### src/rtl/sort_engine_if.sv
// Memory bus between the sort engine (master) and a word-addressed memory (slave):
// separate read (ar/r) and write (aw/w/b) channels.
interface sort_engine_if #(
  parameter int ADDR_WDTH = 4,
  parameter int DATA_WDTH = 32,
  parameter int RESP_WDTH = 1
);
  logic                 ar_ready;
  logic                 ar_valid;
  logic [ADDR_WDTH-1:0] ar_address;
  logic [DATA_WDTH-1:0] r_data;
  logic                 r_valid;
  logic [RESP_WDTH-1:0] r_resp;
  logic                 r_ready;
  logic                 aw_ready;
  logic                 aw_valid;
  logic [ADDR_WDTH-1:0] aw_address;
  logic                 w_ready;
  logic                 w_valid;
  logic [DATA_WDTH-1:0] w_data;
  logic                 b_valid;
  logic [RESP_WDTH-1:0] b_resp;
  logic                 b_ready;

  modport master (
    input  ar_ready, r_data, r_valid, r_resp, aw_ready, w_ready, b_valid, b_resp,
    output ar_valid, ar_address, r_ready, aw_valid, aw_address, w_valid, w_data, b_ready
  );

  modport slave (
    output ar_ready, r_data, r_valid, r_resp, aw_ready, w_ready, b_valid, b_resp,
    input  ar_valid, ar_address, r_ready, aw_valid, aw_address, w_valid, w_data, b_ready
  );
endinterface

### src/rtl/sort_engine.sv
// In-place insertion sort over a wrap-around window of word-addressed memory,
// with runtime ordering mode and size/response error reporting.
//
// state    | meaning
// IDLE     | waiting for start
// RD_KEY_A | read address for element i
// RD_KEY_R | waiting for key data
// RD_CMP_A | read address for element j
// RD_CMP_R | waiting for compare data, decide shift / place / skip
// WR_SHIFT | write cmp to element j+1
// WR_KEY   | write key to element j+1
// NEXT     | advance i
// DONE     | one-cycle completion pulse
module sort_engine #(
  parameter int ADDR_WDTH = 4,
  parameter int DATA_WDTH = 32,
  parameter int RESP_WDTH = 1
) (
  input  logic                 clk,
  input  logic                 rst_n,
  input  logic                 start,
  input  logic [ADDR_WDTH:0]   arr_size,
  input  logic [ADDR_WDTH-1:0] base_addr,
  input  logic                 descending,
  input  logic                 is_signed,
  output logic                 busy,
  output logic                 done,
  output logic                 err,
  sort_engine_if.master        bus
);
  typedef enum logic [3:0] {
    IDLE, RD_KEY_A, RD_KEY_R, RD_CMP_A, RD_CMP_R, WR_SHIFT, WR_KEY, NEXT, DONE
  } state_t;

  typedef logic [ADDR_WDTH:0]   idx_t;
  typedef logic [ADDR_WDTH-1:0] addr_t;
  typedef logic [DATA_WDTH-1:0] data_t;

  localparam idx_t IDX_ONE  = {{ADDR_WDTH{1'b0}}, 1'b1};
  localparam idx_t MAX_SIZE = {1'b1, {ADDR_WDTH{1'b0}}};

  state_t state_q, state_d;
  idx_t   i_q, i_d, j_q, j_d, size_q, size_d;
  data_t  key_q, key_d, cmp_q, cmp_d, w_data_q, w_data_d;
  addr_t  base_q, base_d, ar_addr_q, ar_addr_d, aw_addr_q, aw_addr_d;
  logic   desc_q, desc_d, sgn_q, sgn_d;
  logic   ar_valid_q, ar_valid_d, r_ready_q, r_ready_d;
  logic   aw_valid_q, aw_valid_d, w_valid_q, w_valid_d, b_ready_q, b_ready_d;
  logic   busy_q, busy_d, done_q, done_d, err_q, err_d;

  function automatic addr_t elem_addr(input addr_t b, input idx_t k);
    return b + k[ADDR_WDTH-1:0];
  endfunction

  // Signed order is unsigned order with the sign bits inverted.
  function automatic logic out_of_order(input data_t c, input data_t k,
                                        input logic dsc, input logic sgn);
    data_t cx, kx;
    cx = c;
    kx = k;
    cx[DATA_WDTH-1] = c[DATA_WDTH-1] ^ sgn;
    kx[DATA_WDTH-1] = k[DATA_WDTH-1] ^ sgn;
    return dsc ? (cx < kx) : (cx > kx);
  endfunction

  always_comb begin
    state_d    = state_q;
    i_d        = i_q;
    j_d        = j_q;
    size_d     = size_q;
    key_d      = key_q;
    cmp_d      = cmp_q;
    base_d     = base_q;
    desc_d     = desc_q;
    sgn_d      = sgn_q;
    ar_valid_d = ar_valid_q;
    ar_addr_d  = ar_addr_q;
    r_ready_d  = r_ready_q;
    aw_valid_d = aw_valid_q;
    aw_addr_d  = aw_addr_q;
    w_valid_d  = w_valid_q;
    w_data_d   = w_data_q;
    b_ready_d  = b_ready_q;
    err_d      = 1'b0;

    case (state_q)
      IDLE: begin
        if (start) begin
          size_d = arr_size;
          base_d = base_addr;
          desc_d = descending;
          sgn_d  = is_signed;
          if (arr_size > MAX_SIZE) begin
            state_d = DONE;
            err_d   = 1'b1;
          end else if (arr_size < 2) begin
            state_d = DONE;
          end else begin
            i_d        = IDX_ONE;
            ar_valid_d = 1'b1;
            ar_addr_d  = elem_addr(base_addr, IDX_ONE);
            state_d    = RD_KEY_A;
          end
        end
      end
      RD_KEY_A, RD_CMP_A: begin
        if (bus.ar_ready) begin
          ar_valid_d = 1'b0;
          r_ready_d  = 1'b1;
          state_d    = (state_q == RD_KEY_A) ? RD_KEY_R : RD_CMP_R;
        end
      end
      RD_KEY_R: begin
        if (bus.r_valid) begin
          r_ready_d = 1'b0;
          if (|bus.r_resp) begin
            state_d = DONE;
            err_d   = 1'b1;
          end else begin
            key_d      = bus.r_data;
            j_d        = i_q - IDX_ONE;
            ar_valid_d = 1'b1;
            ar_addr_d  = elem_addr(base_q, i_q - IDX_ONE);
            state_d    = RD_CMP_A;
          end
        end
      end
      RD_CMP_R: begin
        if (bus.r_valid) begin
          r_ready_d = 1'b0;
          cmp_d     = bus.r_data;
          if (|bus.r_resp) begin
            state_d = DONE;
            err_d   = 1'b1;
          end else if (out_of_order(bus.r_data, key_q, desc_q, sgn_q)) begin
            aw_valid_d = 1'b1;
            w_valid_d  = 1'b1;
            aw_addr_d  = elem_addr(base_q, j_q + IDX_ONE);
            w_data_d   = bus.r_data;
            state_d    = WR_SHIFT;
          end else if ((j_q + IDX_ONE) == i_q) begin
            state_d = NEXT;
          end else begin
            aw_valid_d = 1'b1;
            w_valid_d  = 1'b1;
            aw_addr_d  = elem_addr(base_q, j_q + IDX_ONE);
            w_data_d   = key_q;
            state_d    = WR_KEY;
          end
        end
      end
      WR_SHIFT, WR_KEY: begin
        if (aw_valid_q && bus.aw_ready) aw_valid_d = 1'b0;
        if (w_valid_q && bus.w_ready) w_valid_d = 1'b0;
        b_ready_d = b_ready_q || (!aw_valid_d && !w_valid_d);
        if (b_ready_q && bus.b_valid) begin
          b_ready_d = 1'b0;
          if (|bus.b_resp) begin
            state_d = DONE;
            err_d   = 1'b1;
          end else if (state_q == WR_KEY) begin
            state_d = NEXT;
          end else if (j_q == '0) begin
            // j wraps to all ones so that j+1 addresses element 0 for the key write.
            j_d        = '1;
            aw_valid_d = 1'b1;
            w_valid_d  = 1'b1;
            aw_addr_d  = base_q;
            w_data_d   = key_q;
            state_d    = WR_KEY;
          end else begin
            j_d        = j_q - IDX_ONE;
            ar_valid_d = 1'b1;
            ar_addr_d  = elem_addr(base_q, j_q - IDX_ONE);
            state_d    = RD_CMP_A;
          end
        end
      end
      NEXT: begin
        i_d = i_q + IDX_ONE;
        if ((i_q + IDX_ONE) == size_q) begin
          state_d = DONE;
        end else begin
          ar_valid_d = 1'b1;
          ar_addr_d  = elem_addr(base_q, i_q + IDX_ONE);
          state_d    = RD_KEY_A;
        end
      end
      DONE:    state_d = IDLE;
      default: state_d = IDLE;
    endcase

    done_d = (state_d == DONE);
    busy_d = (state_d != IDLE);
  end

  always_ff @(posedge clk or negedge rst_n) begin
    if (!rst_n) begin
      state_q    <= IDLE;
      i_q        <= '0;
      j_q        <= '0;
      size_q     <= '0;
      key_q      <= '0;
      cmp_q      <= '0;
      base_q     <= '0;
      desc_q     <= 1'b0;
      sgn_q      <= 1'b0;
      ar_valid_q <= 1'b0;
      ar_addr_q  <= '0;
      r_ready_q  <= 1'b0;
      aw_valid_q <= 1'b0;
      aw_addr_q  <= '0;
      w_valid_q  <= 1'b0;
      w_data_q   <= '0;
      b_ready_q  <= 1'b0;
      busy_q     <= 1'b0;
      done_q     <= 1'b0;
      err_q      <= 1'b0;
    end else begin
      state_q    <= state_d;
      i_q        <= i_d;
      j_q        <= j_d;
      size_q     <= size_d;
      key_q      <= key_d;
      cmp_q      <= cmp_d;
      base_q     <= base_d;
      desc_q     <= desc_d;
      sgn_q      <= sgn_d;
      ar_valid_q <= ar_valid_d;
      ar_addr_q  <= ar_addr_d;
      r_ready_q  <= r_ready_d;
      aw_valid_q <= aw_valid_d;
      aw_addr_q  <= aw_addr_d;
      w_valid_q  <= w_valid_d;
      w_data_q   <= w_data_d;
      b_ready_q  <= b_ready_d;
      busy_q     <= busy_d;
      done_q     <= done_d;
      err_q      <= err_d;
    end
  end

  assign busy           = busy_q;
  assign done           = done_q;
  assign err            = err_q;
  assign bus.ar_valid   = ar_valid_q;
  assign bus.ar_address = ar_addr_q;
  assign bus.r_ready    = r_ready_q;
  assign bus.aw_valid   = aw_valid_q;
  assign bus.aw_address = aw_addr_q;
  assign bus.w_valid    = w_valid_q;
  assign bus.w_data     = w_data_q;
  assign bus.b_ready    = b_ready_q;
endmodule

### src/flat_wrapper.sv
// flat-port wrapper written by rule: the top's interface ports become plain ports
module sort_engine_flat 
#(
  parameter int ADDR_WDTH = 4,
  parameter int DATA_WDTH = 32,
  parameter int RESP_WDTH = 1
)
  (clk, rst_n, start, arr_size, base_addr, descending, is_signed, busy, done, err, bus_ar_ready, bus_r_data, bus_r_valid, bus_r_resp, bus_aw_ready, bus_w_ready, bus_b_valid, bus_b_resp, bus_ar_valid, bus_ar_address, bus_r_ready, bus_aw_valid, bus_aw_address, bus_w_valid, bus_w_data, bus_b_ready);
  sort_engine_if #(.ADDR_WDTH(ADDR_WDTH), .DATA_WDTH(DATA_WDTH), .RESP_WDTH(RESP_WDTH)) bus_i ();
  input  logic clk;
  input  logic rst_n;
  input  logic start;
  input  logic [ADDR_WDTH:0] arr_size;
  input  logic [ADDR_WDTH-1:0] base_addr;
  input  logic descending;
  input  logic is_signed;
  output logic busy;
  output logic done;
  output logic err;
  input wire logic [$bits(bus_i.ar_ready)-1:0] bus_ar_ready;
  input wire logic [$bits(bus_i.r_data)-1:0] bus_r_data;
  input wire logic [$bits(bus_i.r_valid)-1:0] bus_r_valid;
  input wire logic [$bits(bus_i.r_resp)-1:0] bus_r_resp;
  input wire logic [$bits(bus_i.aw_ready)-1:0] bus_aw_ready;
  input wire logic [$bits(bus_i.w_ready)-1:0] bus_w_ready;
  input wire logic [$bits(bus_i.b_valid)-1:0] bus_b_valid;
  input wire logic [$bits(bus_i.b_resp)-1:0] bus_b_resp;
  output wire logic [$bits(bus_i.ar_valid)-1:0] bus_ar_valid;
  output wire logic [$bits(bus_i.ar_address)-1:0] bus_ar_address;
  output wire logic [$bits(bus_i.r_ready)-1:0] bus_r_ready;
  output wire logic [$bits(bus_i.aw_valid)-1:0] bus_aw_valid;
  output wire logic [$bits(bus_i.aw_address)-1:0] bus_aw_address;
  output wire logic [$bits(bus_i.w_valid)-1:0] bus_w_valid;
  output wire logic [$bits(bus_i.w_data)-1:0] bus_w_data;
  output wire logic [$bits(bus_i.b_ready)-1:0] bus_b_ready;
  assign bus_i.ar_ready = bus_ar_ready;
  assign bus_i.r_data = bus_r_data;
  assign bus_i.r_valid = bus_r_valid;
  assign bus_i.r_resp = bus_r_resp;
  assign bus_i.aw_ready = bus_aw_ready;
  assign bus_i.w_ready = bus_w_ready;
  assign bus_i.b_valid = bus_b_valid;
  assign bus_i.b_resp = bus_b_resp;
  assign bus_ar_valid = bus_i.ar_valid;
  assign bus_ar_address = bus_i.ar_address;
  assign bus_r_ready = bus_i.r_ready;
  assign bus_aw_valid = bus_i.aw_valid;
  assign bus_aw_address = bus_i.aw_address;
  assign bus_w_valid = bus_i.w_valid;
  assign bus_w_data = bus_i.w_data;
  assign bus_b_ready = bus_i.b_ready;
  sort_engine #(.ADDR_WDTH(ADDR_WDTH), .DATA_WDTH(DATA_WDTH), .RESP_WDTH(RESP_WDTH)) u_core (.clk(clk), .rst_n(rst_n), .start(start), .arr_size(arr_size), .base_addr(base_addr), .descending(descending), .is_signed(is_signed), .busy(busy), .done(done), .err(err), .bus(bus_i));
endmodule
### config.mk
export PLATFORM = sky130hd
export DESIGN_NAME = sort_engine_flat
export DESIGN_NICKNAME = d
export VERILOG_FILES = /design/src/rtl/sort_engine_if.sv /design/src/rtl/sort_engine.sv /design/src/flat_wrapper.sv
export SDC_FILE = /design/constraint.sdc
export NUM_CORES = 1
export LEC_CHECK = 0
export CORE_ASPECT_RATIO = 0.75
export CORE_MARGIN = 2
export CORE_UTILIZATION = 49
export CTS_CLUSTER_DIAMETER = 150
export DETAILED_ROUTE_END_ITERATION = 7
export HOLD_SLACK_MARGIN = 0.06
export PLACE_DENSITY = 0.88
export SLEW_MARGIN = 15
export SYNTH_ARGS = -nofsm -noshare
export SYNTH_HDL_FRONTEND = slang
export SYNTH_SLANG_ARGS = --single-unit
### constraint.sdc
create_clock -name clk -period 2.9 [get_ports clk]
set_clock_uncertainty 0.15 [all_clocks]
set_input_delay 0.435 -clock clk [delete_from_list [all_inputs] [get_ports clk]]
set_output_delay 0.435 -clock clk [all_outputs]
set_load 0.005 [all_outputs]
==> results_dict.tcl <==
set metrics [dict create \
    ys.flop_type "dfrtp_1" \
    slew_violations 0 \
    worstRegToRegCells 13 \
    violations "negative setup slack" \
    rsz0062_at_grt "yes" \
    worstPathArrival_ns 3.46 \
    worst_slew_pin_slew_ns 0.637 \
    setup_violations 39 \
    ant_nets 0 \
    htreeDepth 3 \
    grt_pass1_wl_microns 29000 \
    yosysUniqueCellTypes 52 \
    busiest_layer "met2" \
    hold_depth 2 \
    vias_per_cell 5.72 \
    yosys_warnings 0 \
    grt_max_degree 69 \
    grt.met2_usage_pct 44.8 \
    r2r_end "u_core.bus.w_data[18]" \
    clock_sinks 105 \
    synthCells 598 \
    worstHoldEndpoint "u_core.key_q[29]" \
    antenna_found_initial 0 \
    synth_fp_nets 696 \
    die_area_sq_um 14000 \
    gp_congestion 0.901 \
    cp-end-kind "flip-flop" \
    worstSetupStartpoint "u_core.sgn_q" \
    clock_latency_ns 0.37 \
    rows 36 \
    synthArstFlopShare_pct 100 \
    die_h_microns 103 \
    antenna_cells 0 \
    synth_area_sq_um 6390 \
    area_growth_pct 39.7 \
    setup_slack_ns -0.470 \
    cts.clk_slew.worst_paths_ns 0.07 \
    dp_cells 917 \
    syn_area_per_cell_sq_um 10.7 \
    grtUsageTotal_pct 27.2 \
    pin_count 101 \
    ys_seq_area_share_pct 41.1 \
    ys_ff_latch 105 \
    portBuffers 100 \
    place_hpwl_microns 12400 \
    fin_crit_ns 3.37 \
    worstPathMaxFanout 8 \
    p_leak_nw 4.15 \
    max_cap_violations 0 \
    drtIter0Drc 301 \
    nets 878 \
    synth_edf_count 0 \
    ff2ff_setup_slack_ns -0.47 \
    maxSlewHeadroom_pct 57.4 \
    fp.dieW_microns 136 \
    grt_remaining_overflow 0 \
    path_class "reg2reg" \
    status "complete, but fails checks" \
    power_density_nw_per_um2 1110 \
    via_count 5464 \
    drive_gt1_share_pct 33.8 \
    cts.path.max_buffers 2 \
    start_util_pct 49.8 \
    cts_tree "built" \
    rr_startpoint "u_core.sgn_q" \
    finalNonFillerCells 956 \
    grtUsageMet1_pct 35.5 \
    period_share_pct 116 \
    clock-root-buffer "clkbuf_16" \
    critPathRequiredTime_ns 2.99 \
    drtPass1Iterations 5 \
    wirelength_microns 19000 \
    core_area_sq_um 12800 \
    use_met3_pct 6.88 \
    peakVddDrop_mv 0.571 \
    start_kind "flip-flop" \
    fmax_ghz 0.297 \
    drc 0 \
    hp-start "bus_r_data[29]" \
    hp-class "in2reg" \
    cts_made_buffers 9 \
    hold_viol 0 \
    grt_pass1_vias 5672 \
    p_total_mw 9.94 \
    avgRoutedWirePerCell_microns 19.9 \
]
-- where the power goes --
group          switching, mW  internal, mW  total (mW)
clock network          0.565         0.630        1.19
registers              0.534          2.13        2.67
logic                   2.62          3.47        6.08
-- per-layer routing --
metal | vias up | share of wire (%)
met5 | - | 0
met4 | 0 | 2.6
met3 | 49 | 6.0
met2 | 194 | 48
met1 | 2725 | 43
li1 | 2496 | -
-- layout make-up --
cell class | instances | area, sq um
Fill cell | 868 | 3910
Sequential cell | 105 | 2630
Timing Repair Buffer | 192 | 1820
Clock buffer | 14 | 264
Tap cell | 171 | 214
Inverter | 42 | 158
Multi-Input combinational cell | 430 | 3830
Clock inverter | 2 | 12.5
-- flip-flops by register name, indices dropped and copies added, names as in the netlist --
register               count
u_core.base_q              4
u_core.bus.ar_address      4
u_core.bus.ar_valid        1
u_core.bus.aw_address      4
u_core.bus.aw_valid        1
u_core.bus.b_ready         1
u_core.bus.r_ready         1
u_core.bus.w_data         32
u_core.bus.w_valid         1
u_core.busy                1
u_core.desc_q              1
u_core.done                1
u_core.err                 1
u_core.i_q                 5
u_core.j_q                 5
u_core.key_q              32
u_core.sgn_q               1
u_core.size_q              5
u_core.state_q             4
-- layout by cell type (no fill, tap or decap), types with 10 or more instances in the layout --
cell type,instances
buf_4,78
nand3_1,20
ha_4,10
ha_1,32
dlygate4sd2_1,19
mux2_2,86
clkdlybuf4s50_1,77
mux2_4,29
xor2_1,13
nor3_1,16
o21ai_0,21
nor2_1,20
a21oi_1,24
xnor2_1,16
nand2_1,51
dfrtp_1,104
inv_1,40
-- worst max path at each step --
stage | to | slack [ns] | cells after the start
4_1_cts | u_core.bus.w_data[18] | -0.35 | 13
6_report | u_core.bus.w_data[18] | -0.47 | 13
2_1_floorplan | u_core.bus.w_data[14] | -0.12 | 11
5_1_grt | u_core.bus.w_data[18] | -0.56 | 13
3_5_place_dp | u_core.bus.w_data[19] | -0.81 | 13
3_3_place_gp | u_core.bus.w_data[11] | -0.73 | 12
-- what timing repair did --
| action | in CTS | in global routing |
|---|---|---|
| hold buffers | 1 | 0 |
| endpoints found under the hold margin | 37 | 0 |
| resized for setup | 50 | 38 |
| buffers inserted | 16 | 4 |
| pin swaps | 27 | 14 |
| gates cloned | 4 | 0 |
| endpoints found under the setup margin | 42 | 45 |
-- stage by stage --
step	utilization [%]	worst slack, ns	hold WS [ns]	area, sq um	setup TNS [ns]
after floorplan	-	-0.121	-0.0106	6440	-3.51
after global placement	63.0	-0.734	0.300	8090	-26.76
after detailed placement	63.0	-0.807	0.310	8090	-28.97
after CTS	68.3	-0.347	0.345	8770	-11.19
after global routing	69.5	-0.558	0.278	8930	-19.23
final	69.5	-0.470	0.304	8930	-15.71
-- kinds of logic (layout without fill, tap and decap cells) --
family	count (synthesis)	count (layout)	share of synthesized area, %
compound gates	97	97	9.64
xor+xnor	31	31	4.25
fa+ha+maj	45	45	9.05
buf+inv	63	250	4.13
flops	105	105	41.1
mux	117	117	21.6
simple gates	140	140	10.2
-- Yosys cell counts, drive strengths merged, types with 11 or more instances --
library cell / instances / area share, %
a21oi: 32 / 2.5
clkbuf: 11 / 0.65
dfrtp: 105 / 41
ha: 43 / 8.4
inv: 42 / 2.5
mux2: 115 / 21
nand2: 51 / 3.0
nand3: 20 / 1.6
nor2: 22 / 1.3
nor3: 17 / 1.3
o21ai: 26 / 2.0
xnor2: 17 / 2.3
xor2: 14 / 1.9
-- critical path, cell delays in order, from the launching register on --
cell      delay (ns)
dfrtp_1         0.43
xor2_1          0.18
ha_1            0.32
nand4_1         0.20
buf_4           0.23
a21oi_1         0.25
a211oi_2        0.08
buf_4           0.16
buf_6           0.11
mux2i_2         0.15
a211o_4         0.38
buf_12          0.15
buf_12          0.14
mux2_4          0.32
(Power assumes the default switching activity.)
